===== config.mk =====
export PLATFORM = sky130hd
export DESIGN_NAME = led_pattern_sequencer
export DESIGN_NICKNAME = d
export VERILOG_FILES = /design/src/rtl/led_pattern_sequencer.sv
export SDC_FILE = /design/constraint.sdc
export NUM_CORES = 1
export LEC_CHECK = 0
export ABC_CLOCK_PERIOD_IN_PS = 2500
export CELL_PAD_IN_SITES_DETAIL_PLACEMENT = 2
export CELL_PAD_IN_SITES_GLOBAL_PLACEMENT = 2
export CORE_AREA = 2 2 69 71
export CTS_CLUSTER_SIZE = 20
export DETAILED_ROUTE_END_ITERATION = 8
export DIE_AREA = 0 0 71 73
export PLACE_DENSITY_LB_ADDON = 0.1
export SLEW_MARGIN = 30
export SYNTH_ARGS = -nofsm -noshare
export SYNTH_HDL_FRONTEND = slang
export SYNTH_SLANG_ARGS = --single-unit
export TNS_END_PERCENT = 100

===== constraint.sdc =====
create_clock -name clk -period 2.5 [get_ports clk]
set_clock_uncertainty 0.15 [all_clocks]
set_input_delay 0.375 -clock clk [delete_from_list [all_inputs] [get_ports clk]]
set_output_delay 0.375 -clock clk [all_outputs]
set_load 0.05 [all_outputs]

===== src/rtl/led_pattern_sequencer.sv =====
// Multi-mode LED pattern generator (rotate-left/right, bounce, fill/drain) with run-time prescaler.
// Optional one-shot behaviour is compiled in with `define LED_SEQ_ONESHOT_EN.
module led_pattern_sequencer #(
  parameter int unsigned MAX_LENGTH = 8,
  parameter int unsigned DIV_W      = 4
) (
  input  logic                  clk,
  input  logic                  rst,
  input  logic [1:0]            mode,
  input  logic [DIV_W-1:0]      div,
  input  logic                  run,
  output logic [MAX_LENGTH-1:0] led_out,
  output logic                  step,
  output logic                  wrap
);

  localparam int unsigned N = MAX_LENGTH;
  localparam logic [N-1:0] ONE = {{(N-1){1'b0}}, 1'b1};
  localparam logic [N-1:0] MSB = {1'b1, {(N-1){1'b0}}};

  typedef enum logic [1:0] {
    M_ROTL   = 2'b00,
    M_ROTR   = 2'b01,
    M_BOUNCE = 2'b10,
    M_FILL   = 2'b11
  } mode_e;

  mode_e            mode_q;
  logic [N-1:0]     led_q;
  logic [DIV_W-1:0] cnt_q;
  logic             dir_q;
  logic             step_q;
  logic             wrap_q;
  logic             halted;
  logic             tick;
  logic             onehot;
  logic             thermo;
  logic [N-1:0]     led_d;
  logic             dir_d;
  logic             wrap_d;

`ifdef LED_SEQ_ONESHOT_EN
  logic halted_q;
  assign halted = halted_q;
`else
  assign halted = 1'b0;
`endif

  function automatic logic [N-1:0] start_pat(input mode_e m);
    case (m)
      M_ROTR:  return MSB;
      M_FILL:  return '0;
      default: return ONE;
    endcase
  endfunction

  assign tick   = run && (cnt_q >= div) && !halted;
  assign onehot = (led_q != '0) && ((led_q & (led_q - ONE)) == '0);
  assign thermo = (led_q & (led_q + ONE)) == '0;

  // Any pattern that cannot occur in the current mode falls back to the start pattern.
  always_comb begin
    led_d  = start_pat(mode_q);
    dir_d  = 1'b1;
    wrap_d = 1'b0;
    case (mode_q)
      M_ROTL: if (onehot) begin
        led_d  = {led_q[N-2:0], led_q[N-1]};
        dir_d  = dir_q;
        wrap_d = (led_d == ONE);
      end
      M_ROTR: if (onehot) begin
        led_d  = {led_q[0], led_q[N-1:1]};
        dir_d  = dir_q;
        wrap_d = (led_d == MSB);
      end
      M_BOUNCE: if (onehot && !(dir_q && led_q[N-1]) && !(!dir_q && led_q[0])) begin
        if (dir_q) begin
          led_d = led_q << 1;
          dir_d = !led_d[N-1];
        end else begin
          led_d  = led_q >> 1;
          dir_d  = led_d[0];
          wrap_d = led_d[0];
        end
      end
      M_FILL: if (thermo) begin
        if (dir_q) begin
          led_d = {led_q[N-2:0], 1'b1};
          dir_d = !(&led_d);
        end else begin
          led_d  = led_q >> 1;
          dir_d  = !(|led_d);
          wrap_d = !(|led_d);
        end
      end
      default: ;
    endcase
  end

  always_ff @(posedge clk) begin
    if (rst) begin
      mode_q <= M_ROTL;
      led_q  <= ONE;
      cnt_q  <= '0;
      dir_q  <= 1'b1;
      step_q <= 1'b0;
      wrap_q <= 1'b0;
`ifdef LED_SEQ_ONESHOT_EN
      halted_q <= 1'b0;
`endif
    end else if (mode != mode_q) begin
      mode_q <= mode_e'(mode);
      led_q  <= start_pat(mode_e'(mode));
      cnt_q  <= '0;
      dir_q  <= 1'b1;
      step_q <= 1'b0;
      wrap_q <= 1'b0;
`ifdef LED_SEQ_ONESHOT_EN
      halted_q <= 1'b0;
`endif
    end else begin
      step_q <= tick;
      wrap_q <= tick && wrap_d;
      if (tick) begin
        led_q <= led_d;
        dir_q <= dir_d;
        cnt_q <= '0;
      end else if (run) begin
        cnt_q <= cnt_q + DIV_W'(1);
      end
`ifdef LED_SEQ_ONESHOT_EN
      if (!run)
        halted_q <= 1'b0;
      else if (tick && wrap_d)
        halted_q <= 1'b1;
`endif
    end
  end

  assign led_out = led_q;
  assign step    = step_q;
  assign wrap    = wrap_q;

endmodule


Yosys cells after proc, flatten, opt, wreduce, memory -nomap -nowiden:

Cells that the tools add are included.

* bits in registers: 17
* input port bits: 9
* output and inout bits: 10
* logic and storage cells: 69

* $add $sub $neg: 3
* magnitude comparators: 1
* equal/unequal tests: 9
* muxes and demuxes: 24
* bitwise operators: 2
* reductions and logical operators: 24

Operators with widths (number)
* 8-bit 2-to-1 mux: 8
* 8-bit one-hot mux with 2 select lines: 2
* 8-bit one-hot mux with 4 select lines: 1
* 8-bit AND: 2
* 8-bit logical NOT: 2
* 1-bit 2-to-1 mux: 11
* 8-bit by 1-bit adder with 8-bit output (second input constant): 1
* 8-bit by 1-bit == test with 1-bit output (second input constant): 1
* 8-bit == test (second input constant): 1
* 8-bit nonzero test: 1
* 8-bit by 1-bit subtractor with 8-bit output (second input constant): 1
* 1-bit logical AND: 7
* 7-bit AND reduction: 1
* 7-bit OR reduction: 1
* 2-bit == test (second input constant): 3
* 1-bit logical NOT: 6
* 4-bit by 1-bit adder with 4-bit output (second input constant): 1
* 2-bit by 1-bit == test with 1-bit output (second input constant): 2
* 4-bit greater-or-equal comparator: 1
* 1-bit one-hot mux with 4 select lines: 1
* 2-bit OR reduction: 2
* 1-bit one-hot mux with 3 select lines: 1
* 3-bit OR reduction: 1
* 2-bit logical NOT: 1
* other kinds (4): 4

Longest topological paths before layout:

Gate-level depths: netlist of the first run.

* depth in word-level cells: 10
* gate-level depth with buffers: 9
* gate-level depth less buffers: 9

Worst setup path before layout of the first run:

OpenSTA, ideal clock, no wires.

* kind: register -> register
* from: reg led_q[2] (netlist: led_out[2])
* to: reg led_q[0] (netlist: led_out[0])
* library setup time: 124 ps
* data arrival time: 2185 ps
* data required time: 2226 ps
* slack: 41 ps
* stages on the path, launching flop included: 9
* buffers on the path: 2
* period minus slack after synthesis: 2459 ps
* cells stage by stage: dfxtp_1 -> buf_2 -> nor4_1 -> a211oi_1 -> o221a_4 -> buf_6 -> nand4_1 -> a221oi_1 -> o21ai_1

* cells in the longest elaborated chain, start to end: 10
* elaborated cells between the ends (all ways): 17
* those cells by class: add/sub (2); mux (7); bitwise (2); reduce/logical (6)

RTL lines
* start: declaration: RTL line 29 `logic [N-1:0] led_q;`
* start signal: assignment: RTL line 114 `led_q <= start_pat(mode_e'(mode));`
* start signal: assignment: RTL line 126 `led_q <= led_d;`
* 8-bit by 1-bit subtractor with 8-bit output: RTL line 58 `assign onehot = (led_q != '0) && ((led_q & (led_q - ONE)) == '0);`
* 8-bit AND: RTL line 58
* 8-bit logical NOT: RTL line 58
* 1-bit logical AND: RTL line 58
* 1-bit logical AND (2 in a row): RTL line 77 `M_BOUNCE: if (onehot && !(dir_q && led_q[N-1]) && !(!dir_q && led_q[0])) begin`
* 8-bit 2-to-1 mux: RTL line 77
* 8-bit one-hot mux with 4 select lines (*): RTL line 66 `case (mode_q)`
* 8-bit 2-to-1 mux (*): RTL line 125 `if (tick) begin`
* 8-bit 2-to-1 mux (*): RTL line 112 `end else if (mode != mode_q) begin`

Mark *: on every way between the ends. The rest lies on a longest branch, timed or not. The select of a mux whose other input is x is not followed.
A chain may end at the register's enable or synchronous reset.

Worst setup path in the final report of the first run:

* from: reg led_q[2] (netlist: led_out[2])
* to: out led_out[2]

RTL lines
* end: declaration: RTL line 12 `output logic [MAX_LENGTH-1:0] led_out,`

No word-level cell between the ends.

==> results of run 1 <==
stage by stage:
stage,cells,setup WS [ps]
after floorplan,177,40.9
after global placement,252,22.7
after detailed placement,252,-32.6
after CTS,256,31.2
after global routing,256,13.2
final,256,161
registers in the layout (all words and copies together) (netlist names):
| register | cells |
|---|---|
| cnt_q | 4 |
| led_out | 8 |
| mode_q | 2 |
| wrap | 1 |
| dir_q | 1 |
| step | 1 |
cell usage in the layout, fill, tap and decap left out, types with 2 or more instances in the layout:
| master | Yosys | layout |
|---|---|---|
| a21boi_0 | 2 | 2 |
| a21o_1 | 2 | 2 |
| a21oi_1 | 9 | 9 |
| a221oi_1 | 4 | 4 |
| a31oi_1 | 5 | 5 |
| and2_1 | 2 | 2 |
| buf_4 | 4 | 18 |
| clkbuf_8 | 0 | 3 |
| clkdlybuf4s50_1 | 0 | 18 |
| dfxtp_1 | 17 | 14 |
| dfxtp_2 | 0 | 3 |
| ha_1 | 5 | 5 |
| inv_1 | 12 | 12 |
| mux2i_1 | 4 | 4 |
| nand2_1 | 10 | 10 |
| nand2b_1 | 2 | 2 |
| nand3_1 | 4 | 4 |
| nand4_1 | 5 | 5 |
| nor2_1 | 13 | 13 |
| nor2b_1 | 4 | 4 |
| nor3_1 | 4 | 4 |
| nor3b_1 | 2 | 2 |
| o211ai_1 | 2 | 2 |
| o21a_1 | 3 | 3 |
| o21ai_0 | 8 | 8 |
| o22a_1 | 2 | 2 |
| o32ai_1 | 5 | 5 |
| or2_2 | 2 | 2 |
| or3_1 | 3 | 3 |
| xor2_1 | 4 | 4 |
power by group through the flow:
stage | logic (W) | registers [W] | clock network, W
final | 0.000204 | 0.000287 | 0.000218
after global routing | 0.000223 | 0.000288 | 0.000235
after CTS | 0.000194 | 0.000286 | 0.000225
after detailed placement | 0.000193 | 0.000292 | 0
after global placement | 0.000187 | 0.000292 | 0
after floorplan | 0.000117 | 0.000298 | 0
synthesized netlist by cell type, drive strengths merged:
| library cell | count | share of area (%) |
|---|---|---|
| and2 | 2 | 0.90 |
| a211o | 1 | 0.63 |
| nand4b | 1 | 0.63 |
| o221ai | 2 | 1.7 |
| o2111a | 1 | 0.81 |
| nand4 | 5 | 2.3 |
| clkbuf | 5 | 1.4 |
| xnor2 | 1 | 0.63 |
| and3 | 1 | 0.45 |
| nand2 | 10 | 2.7 |
| a21o | 2 | 1.1 |
| nor3 | 4 | 1.4 |
| xor2 | 4 | 2.5 |
| a21oi | 10 | 3.9 |
| nor4 | 2 | 1.4 |
| a2111o | 1 | 0.81 |
| inv | 12 | 3.2 |
| o21ai | 10 | 3.6 |
| or3 | 3 | 1.4 |
| o31ai | 1 | 0.54 |
| a21boi | 3 | 1.6 |
| or2b | 1 | 0.54 |
| o221a | 2 | 2.3 |
| nor3b | 2 | 1.1 |
| or4 | 1 | 0.54 |
| dfxtp | 17 | 25 |
| a221oi | 4 | 2.5 |
| or2 | 3 | 1.4 |
| o21a | 3 | 1.6 |
| o22ai | 1 | 0.45 |
| buf | 10 | 4.8 |
| o32ai | 6 | 4.3 |
| a41oi | 1 | 0.63 |
| nor2b | 4 | 1.8 |
| nand3 | 4 | 1.4 |
| ha | 5 | 4.5 |
| nor2 | 14 | 4.0 |
| o21bai | 1 | 0.54 |
| nand2b | 2 | 0.90 |
| mux2i | 4 | 2.9 |
| o211ai | 2 | 1.1 |
| o22a | 2 | 1.3 |
| a31oi | 5 | 2.3 |
| a211oi | 2 | 1.1 |
cell type report:
cell class,instances,area (sq um)
flip-flops and latches,17,344
well taps,54,67.6
clock buffers,4,45.0
fillers,520,2760
inverters,12,45.0
repair buffers,36,315
multi-input cells,133,956
worst min-delay path: stages (launching register included):
cell     delay [ps]
dfxtp_1         350
xor2_1           70
nor2_1           80
metal layers:
| metal | track usage (%) | vias to the layer above |
|---|---|---|
| met5 | 0 | - |
| met4 | 7.55 | 0 |
| met3 | 1.24 | 9 |
| met2 | 36.8 | 25 |
| met1 | 26.1 | 733 |
| li1 | - | 706 |
cells by family after synthesis:
group | count (synthesis)
AOI/OAI and AO/OA | 60
xor gates and xnor gates | 5
adders and majority gates | 5
buffers and inverters | 27
DFF | 17
muxes | 4
and+or+nand+nor | 59
path summary, 6_finish.rpt:
kind | slack, ps | cells after the start | end | start
setup / recovery | 160 | 2 | led_out[2] | led_out[2]$_SDFFE_PP0P_
hold / removal | 380 | 2 | cnt_q[3]$_SDFFE_PP0P_ | cnt_q[3]$_SDFFE_PP0P_
setup reg to reg | 190 | 6 | led_out[2]$_SDFFE_PP0P_ | led_out[2]$_SDFFE_PP0P_
hold reg to reg | 380 | 2 | cnt_q[3]$_SDFFE_PP0P_ | cnt_q[3]$_SDFFE_PP0P_
==> qor.yml, run 1 <==
placement:
  dpl.hpwl_um: 3990
  place_congestion: 0.758
  placed_area_sq_um: 1680
  numPortBuffers: 18
clock_network:
  cts_buffer_depth: 2
  worstSkewPairLatency_ps: 260
  ctsResizeCount: 0
  cts_tree: "done"
  htree_levels: 1
  cts_buffers: 3
  clkSinkCount: 17
  root_buffer: "clkbuf_8"
  cts_setup_buffers: 0
  clkTransAtPathRegs_ps: 70
  holdBufCountCts: 0
setup_path:
  path_cells: "buf_4 > clkdlybuf4s50_1"
  crit_path_end_kind: "primary output"
  cp_num_buf_inv: 2
  crit_family: "buffers and inverters"
  cpMaxStageDelayCell: "clkdlybuf4s50_1"
  critical_path_class: "flip-flop to primary output"
  critPathLaunchType: "flip-flop"
  cp.arrival_ps: 1810
  worstPathRequired_ps: 1980
  max_stage_delay_ps: 800
  path_max_fanout: 10
detailed_routing:
  drt-total-wl_um: 5070
  first_iter_violations: 70
  firstDrtPassIters: 4
  vias_per_cell: 5.75
  top_layer_used: "met4"
  wl_met2_um: 2560
  wl_met1_um: 2310
  ant_nets: 0
  wl_met3_um: 83
  drcViolationCount: 0
  wl_per_cell_um: 19.8
  vias: 1473
timing:
  max_freq_mhz: 428
  worst_pin_slew_ps: 512
  slew_viol_final: 0
  hold_violations: 0
  finalCritPeriodShare_pct: 93.6
  setup_viol_count_final: 0
  rsz0062_at_grt: "no"
  finalSetupTns_ps: 0
  holdWs_ps: 382
  min_period_ps: 2340
  relSlewSlack_pct: 65.7
yosys:
  netlist_area_sq_um: 1390
  synthMuxAreaShare_pct: 2.89
  synthSimpleGateAreaFrac_pct: 22.7
  synth-seq-cells: 17
  synthAdderAreaFrac_pct: 4.51
  seq_area_frac_synth_pct: 24.5
  synth_nets: 191
  synthXorXnorAreaFrac_pct: 3.16
  synth_cell_types: 55
  synth_top_family_by_area: "compound AO/OA/AOI/OAI gates"
  syn_avg_cell_area_sq_um: 7.83
  yosys_warnings: 0
  postSynthCellCount: 177
  synth-compound-area-share_pct: 32.8
grt:
  grt-ovfl-total: 0
  grt.total_usage_pct: 20.6
  grt_max_degree: 15
  grt_pass1_vias: 1545
  grt_pass1_wl_um: 8250
  antenna_found_initial: 0
floorplan:
  fp.dieW_um: 71
  die_h_um: 73
  initial_core_util_pct: 30.6
  rows: 25
  fp.dieArea_sq_um: 5180
  pin_count: 19
  core_area_sq_um: 4540
final_layout:
  postLayoutCoreUtil_pct: 39.1
  synthToLayoutAreaGrowth_pct: 27.9
  nNetsFinal: 217
  stdcell_area_sq_um: 1770
  drive_gt1_share_pct: 17.8
  diodes: 0
power_and_ir_drop:
  power_frac_comb_pct: 28.8
  cell_internal_pwr_w: 0.000475
  power.leakage_nw: 0.686
  total_power_w: 0.000709
  switchingPower_w: 0.000234
  p_sw_share_pct: 33.0
  pwr-share-clk_pct: 30.8
  powerDensity_nw_per_um2: 400
  peakVddDrop_v: 0.000198
  seqPwrFrac_pct: 40.4
worst_hold_path:
  hold_class: "flip-flop to flip-flop"
run:
  drv_cap: 0
run_status:
  outcome: "finished clean"
Power figures use the tool's default switching activity.
==> inputs of run 2 (changes only) <==
--- a/config.mk
+++ b/config.mk
@@ -6,6 +6,7 @@
 export NUM_CORES = 1
 export LEC_CHECK = 0
 export ABC_CLOCK_PERIOD_IN_PS = 2500
+export CAP_MARGIN = 20
 export CELL_PAD_IN_SITES_DETAIL_PLACEMENT = 2
 export CELL_PAD_IN_SITES_GLOBAL_PLACEMENT = 2
 export CORE_AREA = 2 2 69 71
==> results of run 2 <==
Final layout, timing and power as in run 1 (identical DEF).
